**config.mk**
```make
export PLATFORM = sky130hd
export DESIGN_NAME = coord_renderer
export DESIGN_NICKNAME = d
export VERILOG_FILES = /design/src/rtl/coord_renderer.sv
export SDC_FILE = /design/constraint.sdc
export NUM_CORES = 1
export LEC_CHECK = 0
export ABC_AREA = 1
export BUFFER_PORTS_ARGS = -buffer_cell sky130_fd_sc_hd__clkbuf_2
export CAP_MARGIN = 25
export CORE_MARGIN = 2
export CORE_UTILIZATION = 45
export CTS_BUF_LIST = sky130_fd_sc_hd__clkbuf_16
export DETAILED_ROUTE_END_ITERATION = 12
export PLACE_DENSITY = 0.73
export SYNTH_ARGS = -nofsm -noshare
export SYNTH_HDL_FRONTEND = slang
export SYNTH_SLANG_ARGS = --single-unit
```
**constraint.sdc**
```tcl
create_clock -name clk -period 1.75 [get_ports clk]
set_input_delay 0.175 -clock clk [delete_from_list [all_inputs] [get_ports clk]]
set_output_delay 0.175 -clock clk [all_outputs]
set_load 0.005 [all_outputs]
```
**src/rtl/coord_renderer.sv**
```systemverilog
// Coordinate-list sprite renderer: 2-stage hit-test and priority pipeline.
// Define COORD_SNAPSHOT_EN to hit-test against a per-frame shadow of the list.
module coord_renderer #(
    parameter int         N_ENTRIES = 4,
    parameter int         SIZE      = 16,
    parameter logic [6:0] BG_COLOR  = 7'h00
) (
    input  logic                    clk,
    input  logic                    reset,
    input  logic [2:0]              count,
    input  logic [N_ENTRIES*24-1:0] ram,
    input  logic [9:0]              hcount,
    input  logic [9:0]              vcount,
    input  logic                    video_on,
    input  logic                    frame_start,
    output logic [6:0]              rgb,
    output logic                    video_on_d,
    output logic                    overlap_flag
);

    logic [N_ENTRIES*24-1:0] list_ram;
    logic [2:0]              list_cnt;

`ifdef COORD_SNAPSHOT_EN
    logic [N_ENTRIES*24-1:0] shadow_ram;
    logic [2:0]              shadow_cnt;

    always_ff @(posedge clk) begin
        if (reset) begin
            shadow_ram <= '0;
            shadow_cnt <= '0;
        end else if (frame_start) begin
            shadow_ram <= ram;
            shadow_cnt <= count;
        end
    end

    assign list_ram = shadow_ram;
    assign list_cnt = shadow_cnt;
`else
    assign list_ram = ram;
    assign list_cnt = count;
`endif

    logic [N_ENTRIES-1:0]   hit_next;
    logic [N_ENTRIES*7-1:0] col_next;
    logic [10:0]            hc;
    logic [10:0]            vc;

    assign hc = {1'b0, hcount};
    assign vc = {1'b0, vcount};

    // Bounds in 11 bits: 2*255 + SIZE never wraps.
    for (genvar i = 0; i < N_ENTRIES; i++) begin : g_hit
        logic [10:0] x0;
        logic [10:0] y0;
        logic        active;
        logic        in_box;

        assign x0 = {2'b00, list_ram[i*24+8 +: 8], 1'b0};
        assign y0 = {2'b00, list_ram[i*24+16 +: 8], 1'b0};
        assign active = (int'(list_cnt) > i) && list_ram[i*24+7];
        assign in_box = (hc >= x0) && (hc < x0 + 11'(SIZE))
                     && (vc >= y0) && (vc < y0 + 11'(SIZE));
        assign hit_next[i] = video_on && active && in_box;
        assign col_next[i*7 +: 7] = list_ram[i*24 +: 7];
    end

    logic                   multi_hit;
    assign multi_hit = |(hit_next & (hit_next - {{(N_ENTRIES-1){1'b0}}, 1'b1}));

    logic [N_ENTRIES-1:0]   hit_q;
    logic [N_ENTRIES*7-1:0] col_q;
    logic                   von_q;

    always_ff @(posedge clk) begin
        if (reset) begin
            hit_q <= '0;
            col_q <= '0;
            von_q <= 1'b0;
        end else begin
            hit_q <= hit_next;
            col_q <= col_next;
            von_q <= video_on;
        end
    end

    logic [6:0] pix;

    // Descending scan so the lowest-index hit is assigned last and wins.
    always_comb begin
        pix = BG_COLOR;
        for (int i = N_ENTRIES - 1; i >= 0; i--) begin
            if (hit_q[i]) pix = col_q[i*7 +: 7];
        end
        if (!von_q) pix = 7'h00;
    end

    always_ff @(posedge clk) begin
        if (reset) begin
            rgb        <= 7'h00;
            video_on_d <= 1'b0;
        end else begin
            rgb        <= pix;
            video_on_d <= von_q;
        end
    end

    logic acc;

    // Hits registered on the frame_start edge belong to the new frame.
    always_ff @(posedge clk) begin
        if (reset) begin
            acc          <= 1'b0;
            overlap_flag <= 1'b0;
        end else if (frame_start) begin
            overlap_flag <= acc;
            acc          <= multi_hit;
        end else begin
            acc <= acc | multi_hit;
        end
    end

endmodule
```
[Word-level counts from Yosys, hierarchy flattened]
Index checks and enable logic that the tools add are counted.
Operators by class
  bitwise gates (word level): 3
  reduce and logical (&&, ||, !) cells: 26
  $lt $le $gt $ge: 20
  muxes and demuxes: 5
  $add $sub $neg: 9
Operator list (count)
  9-bit by 5-bit adder with 10-bit output (second input constant): 8
  10-bit by 9-bit greater-or-equal comparator with 1-bit output: 8
  10-bit less-than comparator: 8
  7-bit two-way mux: 4
  1-bit logical AND: 24
  3-bit by 1-bit > comparator with 1-bit output (second input constant): 2
  3-bit by 2-bit > comparator with 1-bit output (second input constant): 2
  4-bit AND: 1
  4-bit OR reduction: 1
  4-bit by 1-bit subtractor with 4-bit output (second input constant): 1
  2-bit OR reduction: 1
  1-bit two-way mux: 1
  1-bit inverter: 1
  1-bit OR: 1
Word-level totals
  logic and storage cells: 70
  flip-flop bits (word level): 43

[Longest topological paths before layout]
  word-level depth: 11
  gate-level depth with buffers: 17
  gate-level depth less buffers: 17

[Worst setup path after synthesis]
OpenSTA, ideal clock, no wires.
  kind: input-to-reg
  start: in ram[11]
  end: reg acc
  data arrival time: 1.601 ns
  path slack: 0.037 ns
  path buffers: 0
  cell stages on the path: 15
  data required time: 1.638 ns
  path through: ha_1 -> nand3_1 -> xor2_1 -> ha_1 -> nand2_1 -> nor3b_1 -> nor2_2 -> nand3_1 -> nor2_2 -> nand2_2 -> nand2_1 -> inv_1 -> o21ai_2 -> nand2_1 -> nand2_1
On the way
  cells in the longest elaborated chain, start to end: 11
  elaborated cells between the ends (all ways): 12
  classes of those cells: add/sub: 2; order compare: 2; mux: 1; bitwise: 2; reduce/logical: 5
Ends and longest elaborated chain
  start: declaration: line 11  | input logic [N_ENTRIES*24-1:0] ram,
  9-bit by 5-bit adder with 10-bit output: line 63  | assign in_box = (hc >= x0) && (hc < x0 + 11'(SIZE))
  10-bit less-than comparator: line 63
  1-bit logical AND (*): line 63
  1-bit logical AND (*) (2 in a row): line 64  | && (vc >= y0) && (vc < y0 + 11'(SIZE));
  1-bit logical AND (*): line 65  | assign hit_next[i] = video_on && active && in_box;
  4-bit by 1-bit subtractor with 4-bit output: line 70  | assign multi_hit = |(hit_next & (hit_next - {{(N_ENTRIES-1){1'b0}}, 1'b1}));
  4-bit AND (*): line 70
  4-bit OR reduction (*): line 70
  1-bit OR: line 120  | acc <= acc | multi_hit;
  1-bit two-way mux (*): line 116  | end else if (frame_start) begin
  end signal: assignment: line 118  | acc <= multi_hit;
  end signal: assignment: line 120
  end: declaration: line 109  | logic acc;
Mark *: on every way between the ends. The rest lies on a longest branch, timed or not.
A chain may end at the register's enable or synchronous reset.

[Worst setup path in the final report]
Same ends and word-level chain as after synthesis.

==> impl_metrics.env <==
export IMPL_status="finished clean"
export IMPL_power_uw=3060
export IMPL_avgRoutedWirePerCell_microns=10.8
export IMPL_via_per_inst=4.71
export IMPL_hold_viol=0
export IMPL_syn_area_per_cell_sq_um=6.64
export IMPL_io_pins=132
export IMPL_synth_simple_gate_area_frac=0.270
export IMPL_cp_common_cell="nand2_1"
export IMPL_relSlewSlack=0.671
export IMPL_initial_core_util=0.459
export IMPL_crit_slowest_cell="ha_1"
export IMPL_grt_use_total=0.198
export IMPL_final_nets=1161
export IMPL_cts_root_buf="clkbuf_16"
export IMPL_vdd_drop_max_mv=0.584
export IMPL_core_area_sq_mm=0.0108
export IMPL_cts_buffers=5
export IMPL_postRouteAntennaNets=0
export IMPL_num_antenna_cells=0
export IMPL_period_needed_ns=1.65
export IMPL_wl_microns=11400
export IMPL_postSynthCellCount=747
export IMPL_htreeDepth=2
export IMPL_hold_path_end="col_q[17]"
export IMPL_hold_depth=3
export IMPL_ys_seq_elements=43
export IMPL_fmax_mhz=606
export IMPL_setup_viol=0
export IMPL_worstSetupPathType="in2reg"
export IMPL_power_leakage_uw=0.00364
export IMPL_cp_required_ns=1.93
export IMPL_ys_types=30
export IMPL_hold_slack_ns=0.0826
export IMPL_synth_top_family_by_area="adder cells"
export IMPL_rrSetupSlack_ns=0.37
export IMPL_synth_xor_area_frac=0.0424
export IMPL_min_period_over_period=0.942
export IMPL_grt_max_degree=18
export IMPL_max_stage_delay_ns=0.29
export IMPL_r2r_end="rgb[1]"
export IMPL_num_vias=4991
export IMPL_cap_violations=0
export IMPL_layout_common_cells="nand2_1 (168), inv_1 (145), clkbuf_2 (129)"
export IMPL_path_clk_slew_ns=0.06
export IMPL_final_common_cell="nand2_1"
export IMPL_gp_congestion=0.857
export IMPL_worstRegToRegCells=5
export IMPL_drc=0
export IMPL_critPathMaxFanout=3
export IMPL_synth_cell_area_sq_mm=0.00496
export IMPL_die_height_microns=109
export IMPL_finish_instance_area_sq_mm=0.00624
export IMPL_power_density_mw_per_mm2=491
export IMPL_dp_hpwl_microns=10000
export IMPL_cts_setup_buffers=0
export IMPL_fin_skew_ns=0.00655
export IMPL_die_x_microns=109
export IMPL_fillCellCount=1074
export IMPL_ys_seq_area_frac=0.174
export IMPL_first_global_vias=4647
export IMPL_start_kind="input port"
export IMPL_io_buffers=131
export IMPL_row_count=38
export IMPL_dieArea_sq_mm=0.0119
export IMPL_synth_compound_area_frac=0.0904
export IMPL_grt_pass1_wl_microns=19100
export IMPL_grt_ovfl_total=0
export IMPL_drive_gt1_frac=0.220
export IMPL_cts_sinks=43
export IMPL_dr_first_iter_drc_count=194
export IMPL_syn_nets=990
export IMPL_yosys_area_share_adder=0.303
export IMPL_cp_end_kind="flip-flop"
export IMPL_clock_insertion_delay_worst_skew_ns=0.28
export IMPL_ys_warn_count=0
export IMPL_hp_start="ram[51]"
export IMPL_rsz0062_at_grt="true"
export IMPL_syn_to_final_growth_pct=26.0
export IMPL_worstMarginPinSlew_ns=0.492
export IMPL_crit_chain="clkbuf_2 > ha_1 > nand3_1 > xor2_1 > ha_1 > nand2_1 > nor3b_1 > nor2_2 > nand3_1 > nor2_2 > nand2_2 > nor2_1 > nor2_1 > nand2_1 > nand2_1 > nand2_1"
export IMPL_cts_max_path_buffers=2
export IMPL_cts_tree="built"
export IMPL_place_area_sq_mm=0.00605
export IMPL_worstReg2RegStart="hit_q[2]"
export IMPL_hold_path_class="in2reg"
export IMPL_synthMuxAreaShare=0
export IMPL_drt_pass1_iterations=4
export IMPL_slew_violations=0
export IMPL_antenna_found_initial=0
export IMPL_worstPathArrival_ns=1.83
-- critical path: cells and delay by family --
family	cells	cell delay, ns
xor+xnor	1	0.15
buf+inv	1	0.10
simple gates	12	0.95
fa+ha+maj	2	0.45
-- per-layer routing --
metal	vias up	routed length, microns	part of all wire	global-route usage
met5	-	0	0	0
li1	2715	-	-	-
met2	109	5300	0.46	0.351
met1	2153	5330	0.47	0.253
met4	0	168	0.015	0.0513
met3	14	646	0.056	0.0257
-- cells by family after synthesis --
group                    Yosys count
XOR/XNOR                          24
flip-flops                        43
buffers and inverters            156
AND/OR/NAND/NOR                  320
adder cells (fa/ha/maj)          120
AO/OA/AOI/OAI                     84
-- stage by stage --
| stage | TNS (ns) | setup WS, ns | cells | util |
|---|---|---|---|---|
| final | 0 | 0.101 | 1059 | 0.579 |
| after global routing | -0.155 | -0.128 | 1059 | 0.579 |
| after CTS | 0 | 0.0488 | 1059 | 0.574 |
| after detailed placement | -0.527 | -0.244 | 1051 | 0.561 |
| after global placement | -0.341 | -0.158 | 1051 | 0.561 |
| after floorplan | 0 | 0.0373 | 747 | - |
-- final cells by class --
class,instances,area (sq um),share of cell area
multi-input combinational,548,3520,0.564
timing repair buffer,172,980,0.157
sequential,43,861,0.138
inverter,148,556,0.0890
tap,140,175,0.0281
clock buffer,5,125,0.0200
clock inverter,3,23.8,0.00381
-- cells in the mapped netlist, drive strengths merged --
library cell	count	area (sq um)
a211oi	1	7.51
a21oi	60	308
a31oi	2	12.5
buf	2	22.5
clkbuf	6	22.5
dfxtp	43	861
ha	120	1500
inv	148	556
nand2	170	641
nand3	39	200
nand3b	4	30.0
nand4	6	37.5
nor2	89	349
nor3	10	65.1
nor3b	1	7.51
nor4	1	6.26
o2111ai	1	8.76
o211ai	1	7.51
o21a	2	15.0
o21ai	17	88.8
xnor2	8	70.1
xor2	16	140
-- sequential cells by signal (all words and copies together), names as in the netlist --
name          flops
col_q            28
rgb               7
hit_q             4
acc               1
overlap_flag      1
video_on_d        1
von_q             1
-- power breakdown --
group	internal [uW]	leakage [uW]	switching, uW
Clock	532	0.0000664	376
Combinational	510	0.00322	618
Sequential	1020	0.000355	10.2
-- timing repair --
action,4_1_cts,5_1_grt
resized for setup,0,13
endpoints found under the setup margin,0,2
hold buffers,0,0
-- how the worst max path moves through the flow --
stage / startpoint / to / cells after the start
after floorplan: ram[11] / acc / 15
after global placement: ram[35] / acc / 18
after detailed placement: ram[35] / acc / 18
after CTS: ram[35] / acc / 18
after global routing: ram[37] / acc / 18
final: ram[11] / acc / 16
Note: power is estimated with default switching activity, not from simulation.
